File: src/rtl/req_capture_encoder.sv
// Request capture and 4-to-2 encode front-end: sticky pending bits served as registered codes over valid/ready.
// Optional macro RR_PRIORITY_EN selects round-robin arbitration instead of fixed 3>2>1>0 priority.
module req_capture_encoder #(
  parameter int CNT_W = 8
) (
  input  logic             clk,
  input  logic             rst_n,
  input  logic             y3,
  input  logic             y2,
  input  logic             y1,
  input  logic             y0,
  output logic             w1,
  output logic             w0,
  output logic             out_valid,
  input  logic             out_ready,
  output logic             more,
  output logic [3:0]       pending,
  output logic [CNT_W-1:0] served_cnt
);

  typedef enum logic {S_IDLE = 1'b0, S_HOLD = 1'b1} state_t;

  state_t           r_state;
  state_t           w_state_next;
  logic [3:0]       r_pending;
  logic [1:0]       r_code;
  logic             r_valid;
  logic             r_more;
  logic [CNT_W-1:0] r_cnt;

  logic [3:0]       w_req;
  logic [3:0]       w_cand;
  logic [1:0]       w_sel;
  logic [3:0]       w_sel_oh;
  logic             w_load;
  logic [3:0]       w_pending_next;
  logic [1:0]       w_code_next;
  logic             w_valid_next;
  logic             w_more_next;
  logic             w_cnt_inc;

  function automatic logic [1:0] pick_fixed(input logic [3:0] c);
    logic [1:0] idx;
    casez (c)
      4'b1???: idx = 2'd3;
      4'b01??: idx = 2'd2;
      4'b001?: idx = 2'd1;
      default: idx = 2'd0;
    endcase
    return idx;
  endfunction

`ifdef RR_PRIORITY_EN
  logic [1:0] r_last;

  // Walk downward so the final hit is the first set bit after the last-served index.
  function automatic logic [1:0] pick_rr(input logic [3:0] c, input logic [1:0] last);
    logic [1:0] idx;
    logic [1:0] res;
    res = last + 2'd1;
    for (int i = 3; i >= 0; i--) begin
      idx = last + 2'd1 + 2'(i);
      if (c[idx]) begin
        res = idx;
      end else begin
        res = res;
      end
    end
    return res;
  endfunction

  assign w_sel = pick_rr(w_cand, r_last);

  always_ff @(posedge clk or negedge rst_n) begin
    if (!rst_n) begin
      r_last <= 2'd3;
    end else if (w_load) begin
      r_last <= w_sel;
    end
  end
`else
  assign w_sel = pick_fixed(w_cand);
`endif

  assign w_req    = {y3, y2, y1, y0};
  assign w_cand   = r_pending | w_req;
  assign w_sel_oh = 4'b0001 << w_sel;
  assign w_load   = (w_cand != 4'b0000) &&
                    ((r_state == S_IDLE) || ((r_state == S_HOLD) && out_ready));

  // A same-edge re-request of an already pending selected line survives the clear.
  always_comb begin
    w_pending_next = r_pending | w_req;
    if (w_load) begin
      w_pending_next = (w_cand & ~w_sel_oh) | (w_req & w_sel_oh & r_pending);
    end else begin
      w_pending_next = r_pending | w_req;
    end
  end

  always_ff @(posedge clk or negedge rst_n) begin
    if (!rst_n) begin
      r_state <= S_IDLE;
    end else begin
      r_state <= w_state_next;
    end
  end

  always_comb begin
    w_state_next = r_state;
    case (r_state)
      S_IDLE: begin
        if (w_load) w_state_next = S_HOLD;
        else        w_state_next = S_IDLE;
      end
      S_HOLD: begin
        if (w_load)         w_state_next = S_HOLD;
        else if (out_ready) w_state_next = S_IDLE;
        else                w_state_next = S_HOLD;
      end
      default: w_state_next = S_IDLE;
    endcase
  end

  always_comb begin
    w_code_next  = r_code;
    w_valid_next = r_valid;
    w_more_next  = r_more;
    w_cnt_inc    = 1'b0;
    case (r_state)
      S_IDLE: begin
        if (w_load) begin
          w_code_next  = w_sel;
          w_valid_next = 1'b1;
          w_more_next  = (w_pending_next != 4'b0000);
        end else begin
          w_valid_next = 1'b0;
          w_more_next  = r_more;
        end
      end
      S_HOLD: begin
        w_cnt_inc = out_ready;
        if (w_load) begin
          w_code_next  = w_sel;
          w_valid_next = 1'b1;
          w_more_next  = (w_pending_next != 4'b0000);
        end else if (out_ready) begin
          w_valid_next = 1'b0;
          w_more_next  = 1'b0;
        end else begin
          w_valid_next = 1'b1;
          w_more_next  = (w_pending_next != 4'b0000);
        end
      end
      default: begin
        w_valid_next = 1'b0;
        w_more_next  = 1'b0;
      end
    endcase
  end

  always_ff @(posedge clk or negedge rst_n) begin
    if (!rst_n) begin
      r_pending <= 4'b0000;
      r_code    <= 2'b00;
      r_valid   <= 1'b0;
      r_more    <= 1'b0;
      r_cnt     <= '0;
    end else begin
      r_pending <= w_pending_next;
      r_code    <= w_code_next;
      r_valid   <= w_valid_next;
      r_more    <= w_more_next;
      if (w_cnt_inc) begin
        r_cnt <= r_cnt + {{(CNT_W-1){1'b0}}, 1'b1};
      end
    end
  end

  assign w1         = r_code[1];
  assign w0         = r_code[0];
  assign out_valid  = r_valid;
  assign more       = r_more;
  assign pending    = r_pending;
  assign served_cnt = r_cnt;

endmodule

File: config.mk
export PLATFORM = sky130hd
export DESIGN_NAME = req_capture_encoder
export DESIGN_NICKNAME = d
export VERILOG_FILES = /design/src/rtl/req_capture_encoder.sv
export SDC_FILE = /design/constraint.sdc
export NUM_CORES = 1
export LEC_CHECK = 0
export BUFFER_PORTS_ARGS = -buffer_cell sky130_fd_sc_hd__buf_2
export CORE_MARGIN = 3
export CORE_UTILIZATION = 48
export CTS_CLUSTER_DIAMETER = 50
export DETAILED_ROUTE_END_ITERATION = 10
export PLACE_DENSITY = 0.88
export SETUP_SLACK_MARGIN = 0.1
export SYNTH_ARGS = -nofsm -noshare
export SYNTH_HDL_FRONTEND = slang
export SYNTH_SLANG_ARGS = --single-unit
File: constraint.sdc
create_clock -name clk -period 1.75 [get_ports clk]
set_clock_uncertainty 0.05 [all_clocks]
set_input_delay 0.2625 -clock clk [delete_from_list [all_inputs] [get_ports clk]]
set_output_delay 0.2625 -clock clk [all_outputs]
set_load 0.02 [all_outputs]
==> flow_summary_export.csv, run 1 <==
group,metric,value,unit
yosys,synth_compound_area_share,7.87,%
sta,max_slew_margin,72.5,%
final_layout,nets,99,
sta,fin_crit,1560,ps
yosys,syn_avg_cell_area,12.0,µm²
yosys,muxShareOfSynthArea,3.52,%
floorplan,die_h,45.5,µm
route,wl,1.43,mm
setup_path,rrSetupSlack,190,ps
yosys,ys.warnings.count,0,
global_routing,grt_first_pass_wirelength,2.26,mm
setup_path,crit_arrival,1690,ps
global_routing,grt_overflow,0,
clocking,clk_pin_slew,90,ps
clocking,cts.htree.levels,1,
route,vias,577,
route,drc,0,
yosys,synth_top_area_cell,"dfrtp_1",
placement,hpwl,1.09,mm
route,vias_per_cell,5.55,
sta,tightest_slew,409,ps
clocking,root_buffer,"clkbuf_4",
yosys,ys_ff_latch,16,
hold_path,min_path_type,"input port to flip-flop",
final_layout,diodes,0,
yosys,syn_nets,70,
floorplan,start_util,54.0,%
global_routing,grt_pass1_vias,515,
power,p_per_area,1220,nW/µm²
power,leakage,0.390,nW
setup_path,start_kind,"flip-flop",
final_layout,syn2layout_area_growth,22.6,%
sta,setup_tns,0,ps
clocking,cts_setup_buffers,0,
placement,dpl_worst_slack,199,ps
route,firstDrtPassIters,4,
global_routing,grtUsageTotal,16.2,%
clocking,clockBufferDepth,2,
floorplan,rows,13,
placement,dpl_cell_area,883,µm²
setup_path,required,1880,ps
yosys,syn-cell-area,747,µm²
yosys,synthAdderAreaFrac,5.86,%
sta,rsz0062_at_grt,"no",
final_layout,n_fill_cell,108,
placement,io_buffer_count,22,
route,first_iter_violations,8,
yosys,synthXorXnorAreaFrac,8.21,%
sta,finalWorstSetupSlack,188,ps
clocking,cts_tree,"built",
clocking,cts_resized,0,
sta,setup_viol,0,
final_layout,final_common_cell,"buf_2",
global_routing,antenna_found_initial,0,
yosys,synth_top_family_by_area,"simple AND/OR/NAND/NOR gates",
yosys,synth-simple-area-share,20.4,%
sta,fin_crit_sh,89.3,%
yosys,synthTopCellsByArea,"dfrtp_1 54%, xnor2_1 8.2%, nand3_1 5.4%",
yosys,synth_top_area_share,53.6,%
run,drv_cap,0,
yosys,seq_area_frac_synth,53.6,%
setup_path,path_class,"flip-flop to flip-flop",
route,antenna_left,0,
final_layout,final_cell_mix,"22 x buf_2, 16 x dfrtp_1, 8 x nand3_1, 7 x xnor2_1",
setup_path,endpoint_kind,"flip-flop",
sta,maxSlewViolCount,0,
floorplan,core,1380,µm²
yosys,synthDistinctLibCells,26,
floorplan,fp.dieArea,2070,µm²
final_layout,final_area,916,µm²
sta,fmax,640,MHz
setup_path,cp_max_fo,5,
route,wl_per_cell,13.7,µm
floorplan,die_w,45.5,µm
sta,hold_violations,0,
yosys,syn_inst,62,
outcome,status,"finished clean",
clocking,cts_buffers,3,
placement,gp_congestion,0.738,
power,ir_worst_vdd,924,µV
final_layout,final_layout_size_suffix_gt1_share,39.3,%
clocking,clock_sinks,16,
floorplan,io_pins,23,
clocking,clock_latency,290,ps
global_routing,grt_max_degree,17,
-- sequential cells by signal, summed over array words and instances, names as in the netlist --
register    flops
pending         4
more            1
out_valid       1
served_cnt      8
r_code          2
-- critical path, stage by stage (launching register included) --
cell and delay [ps]:
dfrtp_1 440, or3_4 390, nor2_2 170, a21oi_2 90, mux2_4 310
-- worst paths after layout --
kind	start	end	depth (start not counted)
worst max register to register	pending[1]$_DFF_PN0_	r_code[0]$_DFFE_PN0N_	4
min in group asynchronous	rst_n	more$_DFFE_PN0P_	2
worst max-delay path	pending[1]$_DFF_PN0_	r_code[0]$_DFFE_PN0N_	4
worst min-delay path	y0	more$_DFFE_PN0P_	3
worst min register to register	served_cnt[7]$_DFFE_PN0P_	served_cnt[7]$_DFFE_PN0P_	1
max in group asynchronous	rst_n	r_code[1]$_DFFE_PN0N_	2
-- Yosys cell counts (all sizes together) --
cell type   n
and3        3
xnor2       7
nand3       8
inv         1
o22ai       1
o31ai       1
a31oi       1
a221oi      1
maj3        3
nand2       4
or3         1
mux2        2
nor2        3
nand2b      1
o21ai       2
a21oi       2
ha          1
nor2b       1
nor4        1
nand4b      2
dfrtp      16
-- cells by family after synthesis --
kind of cell    after synthesis
fa+ha+maj                     4
xor+xnor                      7
compound gates                8
buf+inv                       1
simple gates                 24
mux                           2
flops                        16
-- through the flow --
stage          hold WS (ps)  power [mW]  util, %  cells
2_1_floorplan         -83.1       0.797        -     62
3_3_place_gp            134       0.929     63.9    100
3_5_place_dp            134       0.938     63.9    100
4_1_cts                 209        1.14     66.2    104
5_1_grt                 218        1.20     66.2    104
6_report                221        1.12     66.2    104
-- report_power, final --
group | leakage, nW | total (mW) | switching [mW] | internal [mW]
Sequential | 0.178 | 0.550 | 0.0930 | 0.457
Clock | 0.0138 | 0.191 | 0.111 | 0.0800
Combinational | 0.198 | 0.382 | 0.220 | 0.162
Total | 0.390 | 1.12 | 0.423 | 0.698
-- routing by layer --
layer / wire, µm / part of all wire (%) / global-route usage (%) / up-vias
met1: 681 / 48 / 20.4 / 267
li1: - / - / - / 278
met5: 0 / 0 / 0 / -
met2: 635 / 45 / 22.8 / 28
met3: 96 / 6.7 / 7.51 / 4
met4: 14 / 0.98 / 8.77 / 0
-- what timing repair did --
item	in CTS	in global routing
setup endpoints to repair	0	1
hold endpoints to repair	16	0
hold buffers	1	0
-- cell type report --
cell class / count / area [µm²] / area share (%)
inverters: 1 / 3.75 / 0.410
clock buffers: 3 / 22.5 / 2.46
multi-input cells: 45 / 343 / 37.4
well taps: 15 / 18.8 / 2.05
flip-flops and latches: 16 / 400 / 43.7
repair buffers: 24 / 128 / 13.9
(Power assumes the default switching activity.)
==> run 2, diff against run 1 <==
- CORE_UTILIZATION: 48 -> 40
- CTS_BUF_LIST: not set -> sky130_fd_sc_hd__clkbuf_8 sky130_fd_sc_hd__clkbuf_16
- PLACE_DENSITY: 0.88 -> 0.77
- REMOVE_ABC_BUFFERS: not set -> 1
==> flow_summary_export.csv, run 2 (same netlist as run 1, synthesis figures left out) <==
group,metric,value,unit
setup_path,path_class,"flip-flop to flip-flop",
final_layout,register_area,400,µm²
clocking,root_buffer,"clkbuf_8",
global_routing,grt_pass1_vias,532,
final_layout,multi_input_area,343,µm²
clocking,clock_latency,240,ps
route,drc,0,
final_layout,final_cell_mix,"22 x buf_2, 16 x dfrtp_1, 8 x nand3_1, 7 x xnor2_1, 4 x clkbuf_8",
global_routing,antenna_found_initial,0,
sta,max_slew_margin,70.7,%
floorplan,die_w,49.2,µm
placement,gp_congestion,0.744,
route,antenna_left,0,
clocking,cts_setup_buffers,0,
floorplan,io_pins,23,
final_layout,fin_cells,114,
setup_path,max_stage_delay,430,ps
placement,dp_cells,109,
clocking,cts_hold_buf,1,
sta,hold_violations,0,
power,leakage,0.404,nW
final_layout,final_util,58.9,%
global_routing,grt_overflow,0,
final_layout,final_layout_size_suffix_gt1_share,40.0,%
route,wl_per_cell,13.2,µm
setup_path,rrSetupSlack,180,ps
route,wl,1.51,mm
run,drv_cap,0,
setup_path,endpoint_kind,"flip-flop",
global_routing,grt_first_pass_wirelength,2.52,mm
sta,fin_crit_sh,89.6,%
final_layout,largest_reg_flops,8,
floorplan,start_util,45.9,%
sta,fmax,638,MHz
clocking,cts_tree,"built",
placement,io_buffer_count,22,
sta,rsz0062_at_grt,"no",
route,first_iter_violations,8,
clocking,cts_resized,0,
setup_path,cp_slowest_cell,"dfrtp_1",
setup_path,crit_chain,"or3_4 -> nor2_2 -> a21oi_2 -> mux2_4",
floorplan,core,1630,µm²
clocking,cts_buffers,3,
final_layout,n_fill_cell,136,
route,firstDrtPassIters,4,
sta,tightest_slew,437,ps
floorplan,die_h,49.2,µm
hold_path,min_from,"y0",
sta,fin_crit,1570,ps
sta,maxSlewViolCount,0,
placement,hpwl,1.10,mm
setup_path,reg2reg_depth,4,
clocking,clockBufferDepth,2,
final_layout,diodes,0,
clocking,cts.htree.levels,1,
sta,setup_viol,0,
clocking,clk_pin_slew,60,ps
setup_path,crit_arrival,1650,ps
power,ir_worst_vdd,894,µV
setup_path,reg2reg_from,"pending[1]$_DFF_PN0_",
global_routing,grt_max_degree,17,
final_layout,final_common_cell,"buf_2",
setup_path,start_kind,"flip-flop",
floorplan,rows,14,
hold_path,hold_path_end,"out_valid$_DFF_PN0_",
clocking,clock_sinks,16,
final_layout,nets,99,
global_routing,grtUsageTotal,13.4,%
power,p_per_area,1310,nW/µm²
setup_path,r2r_end,"r_code[0]$_DFFE_PN0N_",
setup_path,required,1830,ps
setup_path,cp_max_fo,5,
final_layout,syn2layout_area_growth,28.5,%
route,vias,584,
outcome,status,"finished clean",
route,vias_per_cell,5.12,
sta,setup_tns,0,ps
floorplan,fp.dieArea,2420,µm²
hold_path,min_path_type,"input port to flip-flop",
hold_path,whs_path_depth,3,
## run 2: cell types whose count changed in the layout (fill, tap and decap cells not counted)
cell      previous run  this run
clkbuf_8             0         4
clkbuf_4             3         0
## run 2: where the power goes
part | internal, mW | switching (mW) | leakage [nW]
Combinational | 0.162 | 0.221 | 0.198
Clock | 0.199 | 0.120 | 0.0288
Sequential | 0.458 | 0.0972 | 0.178
Total | 0.819 | 0.439 | 0.404
## run 2: per-layer routing
layer,track usage (%),wire length (µm),vias to the layer above
li1,-,-,283
met1,16.7,711,283
met2,21.4,715,16
met3,3.06,66,2
met4,7.11,15,0
met5,0,0,-
## run 2: worst max path at each step
stage | to | slack [ps] | cells past startpoint | start
after detailed placement | more$_DFFE_PN0P_ | 180 | 4 | pending[2]$_DFF_PN0_
after global placement | r_code[0]$_DFFE_PN0N_ | 210 | 4 | pending[1]$_DFF_PN0_
after floorplan | r_code[0]$_DFFE_PN0N_ | 180 | 4 | pending[1]$_DFF_PN0_
after CTS | more$_DFFE_PN0P_ | 170 | 4 | pending[2]$_DFF_PN0_
final | r_code[0]$_DFFE_PN0N_ | 180 | 4 | pending[1]$_DFF_PN0_
after global routing | more$_DFFE_PN0P_ | 110 | 4 | pending[2]$_DFF_PN0_
## run 2: metrics by stage
| stage | setup WS [ps] | hold slack [ps] | power (mW) | cell area (µm²) |
|---|---|---|---|---|
| finish | 183 | 257 | 1.26 | 960 |
| global route | 112 | 276 | 1.32 | 960 |
| CTS | 174 | 255 | 1.27 | 960 |
| detailed placement | 180 | 141 | 0.944 | 895 |
| global placement | 211 | 138 | 0.933 | 895 |
| floorplan | 183 | -83.1 | 0.797 | 747 |
## run 2: layout make-up
cell class | instances | share of cell area, %
Sequential cell | 16 | 41.7
Multi-Input combinational cell | 45 | 35.7
Timing Repair Buffer | 24 | 13.3
Clock buffer | 4 | 5.74
Tap cell | 24 | 3.13
Inverter | 1 | 0.391
## run 2: critical path, delay by kind of cell (launching register included)
kind	cells	cell delay, ps
AO/OA/AOI/OAI	1	90
AND/OR/NAND/NOR	2	580
multiplexers	1	310
flip-flops	1	430
